--- config.mk ---
export PLATFORM = sky130hd
export DESIGN_NAME = ysyx_22050598_rf_wb_arbiter
export DESIGN_NICKNAME = d
export VERILOG_FILES = /design/src/rtl/ysyx_22050598_rf_wb_arbiter.sv
export SDC_FILE = /design/constraint.sdc
export NUM_CORES = 1
export LEC_CHECK = 0
export CAP_MARGIN = 0
export CORE_AREA = 2 2 114 116
export DETAILED_ROUTE_END_ITERATION = 10
export DIE_AREA = 0 0 116 118
export PLACE_DENSITY_LB_ADDON = 0.05
export SLEW_MARGIN = 20
export SYNTH_ARGS = -nofsm -noshare
export SYNTH_HDL_FRONTEND = slang
export SYNTH_SLANG_ARGS = --single-unit
--- constraint.sdc ---
create_clock -name clk -period 3.41 [get_ports clk]
set_input_delay 0.682 -clock clk [delete_from_list [all_inputs] [get_ports clk]]
set_output_delay 0.682 -clock clk [all_outputs]
set_load 0.01 [all_outputs]
--- src/rtl/ysyx_22050598_rf_wb_arbiter.sv ---
// ysyx_22050598_rf_wb_arbiter
// Shares the single register-file write port between EXU results and LSU load
// returns. LSU has fixed priority; an anti-starvation counter forces an EXU win
// after STARVE_MAX consecutive denials. One outstanding load destination is
// tracked so decode can be stalled on read-after-write hazards.
// Optional feature: define YSYX_22050598_WB_BYPASS_EN to forward the write-stage
// value instead of stalling on it (pending loads still stall).
module ysyx_22050598_rf_wb_arbiter #(
  parameter int XLEN       = 64,
  parameter int STARVE_MAX = 4    // legal range 1..15
) (
  input  logic            clk,
  input  logic            rst_n,
  input  logic            exu_valid,
  input  logic [4:0]      exu_rd,
  input  logic [XLEN-1:0] exu_data,
  output logic            exu_ready,
  input  logic            lsu_valid,
  input  logic [4:0]      lsu_rd,
  input  logic [XLEN-1:0] lsu_data,
  output logic            lsu_ready,
  input  logic            ld_issue_valid,
  input  logic [4:0]      ld_issue_rd,
  output logic            ld_issue_ready,
  input  logic [4:0]      raddr1,
  input  logic [4:0]      raddr2,
  output logic            stall,
  output logic            fwd1_valid,
  output logic            fwd2_valid,
  output logic [XLEN-1:0] fwd_data,
  output logic            rf_wen,
  output logic [4:0]      rf_waddr,
  output logic [XLEN-1:0] rf_wdata
);

  localparam logic [0:0] IDLE      = 1'b0;
  localparam logic [0:0] LOAD_WAIT = 1'b1;

  localparam logic [3:0] CNT_MAX = 4'(STARVE_MAX);

  logic [3:0]      cnt;
  logic [0:0]      state;
  logic [4:0]      pend_rd;

  logic            grant_lsu;
  logic            grant_exu;
  logic            any_grant;
  logic [4:0]      win_rd;
  logic [XLEN-1:0] win_data;

  // Arbitration: LSU first unless EXU has been denied STARVE_MAX times in a row.
  always_comb begin
    // NOTE: every signal gets a default first so no path leaves it unassigned (no latch).
    grant_lsu = 1'b0;
    grant_exu = 1'b0;
    win_rd    = exu_rd;
    win_data  = exu_data;
    if (lsu_valid && !(exu_valid && cnt == CNT_MAX)) begin
      grant_lsu = 1'b1;
      win_rd    = lsu_rd;
      win_data  = lsu_data;
    end else if (exu_valid) begin
      grant_exu = 1'b1;
    end
  end

  assign any_grant = grant_lsu | grant_exu;
  assign exu_ready = grant_exu;
  assign lsu_ready = grant_lsu;

  // Starvation counter: counts EXU denials, clears on an EXU win, holds when idle.
  always_ff @(posedge clk or negedge rst_n) begin
    if (!rst_n) begin
      // NOTE: sequential state uses non-blocking assignments so all flops update together.
      cnt <= '0;
    end else if (exu_valid) begin
      if (grant_exu)           cnt <= '0;
      else if (cnt != CNT_MAX) cnt <= cnt + 4'd1;
    end
  end

  // Write stage: registers the winner; x0 writes are accepted but suppressed.
  always_ff @(posedge clk or negedge rst_n) begin
    if (!rst_n) begin
      rf_wen   <= 1'b0;
      rf_waddr <= '0;
      rf_wdata <= '0;
    end else if (any_grant) begin
      rf_wen   <= (win_rd != 5'd0);
      rf_waddr <= win_rd;
      rf_wdata <= win_data;
    end else begin
      rf_wen   <= 1'b0;
    end
  end

  // Load tracker: one outstanding load; a return whose lsu_rd differs from
  // pend_rd is a protocol error upstream, but the write is still performed.
  always_ff @(posedge clk or negedge rst_n) begin
    if (!rst_n) begin
      state   <= IDLE;
      pend_rd <= '0;
    end else begin
      case (state)
        IDLE: begin
          // A new issue wins over a same-cycle LSU grant: both happen, we end waiting.
          if (ld_issue_valid && ld_issue_rd != 5'd0) begin
            state   <= LOAD_WAIT;
            pend_rd <= ld_issue_rd;
          end
        end
        default: begin
          if (grant_lsu) state <= IDLE;
        end
      endcase
    end
  end

  assign ld_issue_ready = (state == IDLE);

  function automatic logic hit_pend(input logic [4:0] r);
    return (r != 5'd0) && (state == LOAD_WAIT) && (r == pend_rd);
  endfunction

  function automatic logic hit_wb(input logic [4:0] r);
    return (r != 5'd0) && rf_wen && (r == rf_waddr);
  endfunction

`ifdef YSYX_22050598_WB_BYPASS_EN
  // Hazards: write-stage hits are forwarded, only the pending load stalls.
  always_comb begin
    stall      = hit_pend(raddr1) | hit_pend(raddr2);
    fwd1_valid = hit_wb(raddr1);
    fwd2_valid = hit_wb(raddr2);
    fwd_data   = rf_wdata;
  end
`else
  // Hazards: both pending-load and write-stage hits stall; no forwarding.
  always_comb begin
    stall      = hit_pend(raddr1) | hit_pend(raddr2) | hit_wb(raddr1) | hit_wb(raddr2);
    fwd1_valid = 1'b0;
    fwd2_valid = 1'b0;
    fwd_data   = '0;
  end
`endif

endmodule

======== Yosys cells after proc, flatten, opt, wreduce, memory -nomap -nowiden ========
Index checks and enable logic that the tools add are counted.
W data, S select, Z words.
word-level totals
  register bits ........................... 80
  bits in read-only memories .............. 0
  output and inout bits ................... 140
  input port bits ......................... 158
  bits in writable memories ............... 0
  logic and storage cells ................. 48
  bits in latches ......................... 0
  memories kept ........................... 0
operators by class
  muxes and demuxes ....................... 11
  shifts and indexed selects .............. 0
  $lt $le $gt $ge ......................... 0
  reductions and logical operators ........ 19
  bitwise operators ....................... 5
  div/mod/pow operators ................... 0
  add/subtract/negate cells ............... 1
  multiply operators ...................... 0
  eq/ne operators ......................... 6
operator list
  operator               count
  $mux W64               1
  $eq A5 B5 Y1           4
  $reduce_bool A5 Y1     4
  $logic_and A1 B1 Y1    11
  $mux W4                2
  $mux W1                7
  $mux W5                1
  $add A4 B1 Y4 const B  1
  $eq A4 B3 Y1 const B   1
  $ne A4 B3 Y1 const B   1
  $or A1 B1 Y1           4
  $reduce_and A2 Y1      2
  $reduce_bool A2 Y1     1
  $logic_not A1 Y1       1
  $not A1 Y1             1

======== Depth between registers and ports, before layout ========
Gate-level depths: netlist of run 1.
  depth after elaboration ................. 7
  gate-level depth with buffers ........... 9
  depth with buffers taken out ............ 7

======== Worst setup path after synthesis of run 1 ========
OpenSTA, ideal clock, no wires.
  path kind ............................... in2out
  from .................................... input port raddr2[0]
  to ...................................... output port stall
  slack ................................... 1075 ps
  stages on the path ...................... 5
  buffers on the path ..................... 0
  arrival time ............................ 1653 ps
  required time ........................... 2728 ps
  cell sequence ........................... or4_1 -> nor2_1 -> nor4_1 -> o21ai_0 -> o21ai_0
between the ends
  cells in the longest elaborated chain, start to end .. 6
  elaborated cells on any way between the ends .. 10
  classes of those cells .................. eq/ne: 2; bitwise: 3; reduce/logical: 5
ends and longest elaborated chain
  what                               line      source
  start: declaration                 26        input logic [4:0] raddr2,
  $reduce_bool A5 Y1                 122, 126
  $logic_and A1 B1 Y1 (2 in series)  122       return (r != 5'd0) && (state == LOAD_WAIT) && (r == pend_rd);
  $or A1 B1 Y1 (2 in series)         140       stall = hit_pend(raddr1) | hit_pend(raddr2) | hit_wb(raddr1) | hit_wb(raddr2);
  $or A1 B1 Y1 (*)                   140
  end: declaration                   27        output logic stall,
Every way passes the cells marked *; elsewhere a longest branch is shown, timed or not.

======== Worst setup path after layout of run 1 ========
Same ends and word-level chain as after synthesis.

==> reports/metrics.sh, run 1 <==
CTS_BUFFER_DEPTH=2
YOSYS_WARNINGS=0
VIAS=3749
FINISH.INSTANCE_AREA_SQ_UM=6678
ENDPOINT_OF_THE_WORST_SLACK_REG_TO_REG_TIMING_PATH='rf_wdata[63]'
FINALNONFILLERCELLS=795
GRT_ANTENNA_BEFORE_REPAIR=0
CTS-BUFFERS-INSERTED=9
PLACEMENT.CELL_AREA_SQ_UM=6329
SYNTH.CELL_AREA_SQ_UM=4124
SYN-INSTANCE-COUNT=392
FMAX_MHz=328.8
DETAILED_ROUTER_ITERATION_COUNT_BEFORE_ANTENNA_REPAIR=8
RUN_STATUS='finished clean'
INITIAL_UTILIZATION_PCT=33.22
NETLIST.TOP_CELL.BY_AREA='dfrtp_1'
WORSTSKEWPAIRLATENCY_NS=0.33
SLEW_VIOLATIONS=0
SETUP_VIOL=0
LAYOUT.CELLS.MOST_COMMON_LIST='clkdlybuf4s50_1 (229), dfrtp_1 (80), inv_1 (67), conb_1 (66), a222oi_1 (64)'
R2R_CELLS=8
FINALCRITPERIODSHARE_PCT=89.19
CRIT_PATH_START_KIND='input port'
TIMING.MAX_SLEW.REL_SLACK_PCT=53.22
IOPINCOUNT=298
MIN_PERIOD_NS=3.041
TRITONCTS_NUM_SINKS=80
NUM_ROWS=41
IR_WORST_VDD_mV=0.2023
FLOW.AREA_GROWTH_FROM_SYNTHESIS_PCT=61.92
DRTITER0DRC=349
REG_TO_REG_START='cnt[0]'
WORSTHOLDPATHTYPE='input port to asynchronous set/reset pin'
POST_CTS_RESIZE_COUNT=0
CRITICAL_PATH_PEAK_FANOUT=3
SYNTH_FF_TYPE='dfrtp_1'
AREA_USED_BY_MULTI_INPUT_COMBINATIONAL_LOGIC_SQ_UM=1481
FIN_WORST_SKEW_NS=0.005410
POST_ROUTE_CELLS_DRIVE_ABOVE_1_SHARE_PCT=4.976
SYNTHARSTFLOPSHARE_PCT=100.0
SYN_AVG_CELL_AREA_SQ_UM=10.52
DIE_WIDTH_UM=116
DIE-AREA_SQ_UM=13690
HOLD_BUFFERS=0
GRT_SETUP_UNREPAIRED='false'
DIODES=0
DETAIL_PLACEMENT_HPWL_MM=9.686
YOSYS.CELL_TYPES.COUNT=29
CLOCKROOTBUFFER='clkbuf_16'
REG2REG_SLACK_NS=1.34
CRIT_PATH_END_KIND='output port'
MAX_SLEW.WORST_PIN.SLEW_NS=0.7016
WIRE_PER_INST_UM=16.58
DIE_Y_UM=118
WORST-ENDPOINT-REQUIRED_NS=2.73
HOLD_VIOL=0
FINAL_COMMON_CELL='clkdlybuf4s50_1'
TOTALNEGATIVESETUPSLACK_NS=0
NETLIST_TOP_CELLS_AREA='dfrtp_1 (49%), a222oi_1 (16%), buf_4 (12%), inv_1 (6.1%), xnor2_1 (2.3%)'
POSTLAYOUTCOREUTIL_PCT=53.79
NETS=779
WIRE_LENGTH_OF_THE_FIRST_GLOBAL_ROUTING_PASS_MM=20.23
WORST-SETUP-PATH-TYPE='input port to output port'
DRT-TOTAL-WL_MM=13.18
POSTCTSSETUPBUFFERS=0
SYNTHDOMINANTCELLAREASHARE_PCT=48.54
PLACE.DETAILED.INSTANCES=780
PLACEABLECOREAREA_SQ_UM=12410
FILLERS=1147
SYNTH-SEQ-AREA-SHARE_PCT=48.54
HTREE_NUM_LEVELS=3
CLOCK_TRANSITION_AT_THE_REGISTER_CLOCK_PINS_ON_THE_WORST_SETUP_AND_HOLD_PATHS_AFTER_CTS_NS=0.06
AVGVIACOUNTPERCELL=4.716
FF_LATCH_AREA_SQ_UM=2002
VIAS_IN_THE_FIRST_GLOBAL_ROUTE=3880
YS_SEQ_ELEMENTS=80
CAP_VIOLATIONS=0
CP.ARRIVAL_NS=2.36
POWER_LEAKAGE_uW=0.003070
GRT_OVERFLOW_TOTAL=0
CLOCK_TREE_FROM_TRITONCTS='done'
SYNTH_EDF_COUNT=0
P_PER_AREA_nW_PER_UM2=445.3
GRT_START_MAX_NET_PINS=65
POSTROUTEANTENNANETS=0
DRC=0
PORT-BUFFER-COUNT=231
GLOBALPLACE.CONGESTION=0.7666
GLOBALROUTETOTALUTIL_PCT=19.22
-- how the worst max path moves through the flow --
stage,startpoint,to,slack [ns],cells after the start
after global placement,raddr2[0],stall,0.09,7
after floorplan,raddr2[0],stall,1.07,5
after detailed placement,raddr2[0],stall,0.08,7
after global routing,raddr2[0],stall,0.21,7
final,raddr2[0],stall,0.37,7
after CTS,raddr2[0],stall,0.06,7
-- Yosys cell counts (2+ instances only) --
library cell   n
a222oi_1      64
buf_2         10
buf_4         66
buf_6          6
clkbuf_1       6
dfrtp_1       80
ha_1           2
inv_1         67
mux2i_1        5
nand2_1       19
nand3_1        7
nor2_1         3
nor3_1         3
nor4_1         4
o21ai_0       14
or4_1          5
xnor2_1       11
xor2_1         9
-- stage by stage --
stage | hold WS, ns | setup WS [ns] | power (uW)
finish | 0.2666 | 0.3687 | 2974
floorplan | 0.3864 | 1.075 | 1484
global placement | 0.4704 | 0.08739 | 1880
CTS | 0.2782 | 0.05875 | 3016
global route | 0.2991 | 0.2144 | 3131
detailed placement | 0.4766 | 0.08241 | 1890
-- cell families after synthesis --
logic type / share of synthesized area [%]
other: 0.09093
AO/OA/AOI/OAI: 17.72
XOR/XNOR: 4.248
AND/OR/NAND/NOR: 5.886
flip-flops: 48.54
buffers and inverters: 21.69
multiplexers: 1.214
adder cells (fa/ha/maj): 0.6067
-- layout make-up --
cell class                 count  share of cell area, %
clock buffer                  10                  3.579
clock inverter                 5                  1.574
inverter                      68                  3.822
multi-input combinational    220                  22.18
sequential                    80                  29.98
tap                          172                  3.223
timing repair buffer         240                  35.64
-- where the power goes --
group | leakage (uW) | switching, uW | internal, uW
clock network | 0.000161 | 372 | 731
logic | 0.00194 | 308 | 423
registers | 0.000973 | 84.6 | 1050
-- layer usage --
layer | global-route usage, % | vias up | share of wire, %
met4 | 6.696 | 0 | 1.9
met2 | 32.27 | 207 | 50
met5 | 0 | - | 0
met3 | 7.930 | 17 | 11
met1 | 21.82 | 1795 | 37
li1 | - | 1730 | -
-- sequential cells by signal (all words and copies together) (netlist names) --
| signal | cells |
|---|---|
| rf_wen | 1 |
| rf_waddr | 5 |
| cnt | 4 |
| state | 1 |
| pend_rd | 5 |
| rf_wdata | 64 |
-- worst max-delay path, cell delays in order --
cell and delay (ns):
clkdlybuf4s50_1 0.47, or4_1 0.54, nor2_1 0.13, nor4_1 0.09, o21ai_0 0.14, o21ai_0 0.12
dlymetal6s2s_1 0.19
Power figures use the tool's default switching activity.
==> inputs of run 2 (changes only) <==
--- a/config.mk
+++ b/config.mk
@@ -5,7 +5,7 @@
 export SDC_FILE = /design/constraint.sdc
 export NUM_CORES = 1
 export LEC_CHECK = 0
-export CAP_MARGIN = 0
+export CAP_MARGIN = 15
 export CORE_AREA = 2 2 114 116
 export DETAILED_ROUTE_END_ITERATION = 10
 export DIE_AREA = 0 0 116 118
==> results of run 2 <==
Same layout as run 1: the final DEF is identical, and so are final timing and power.
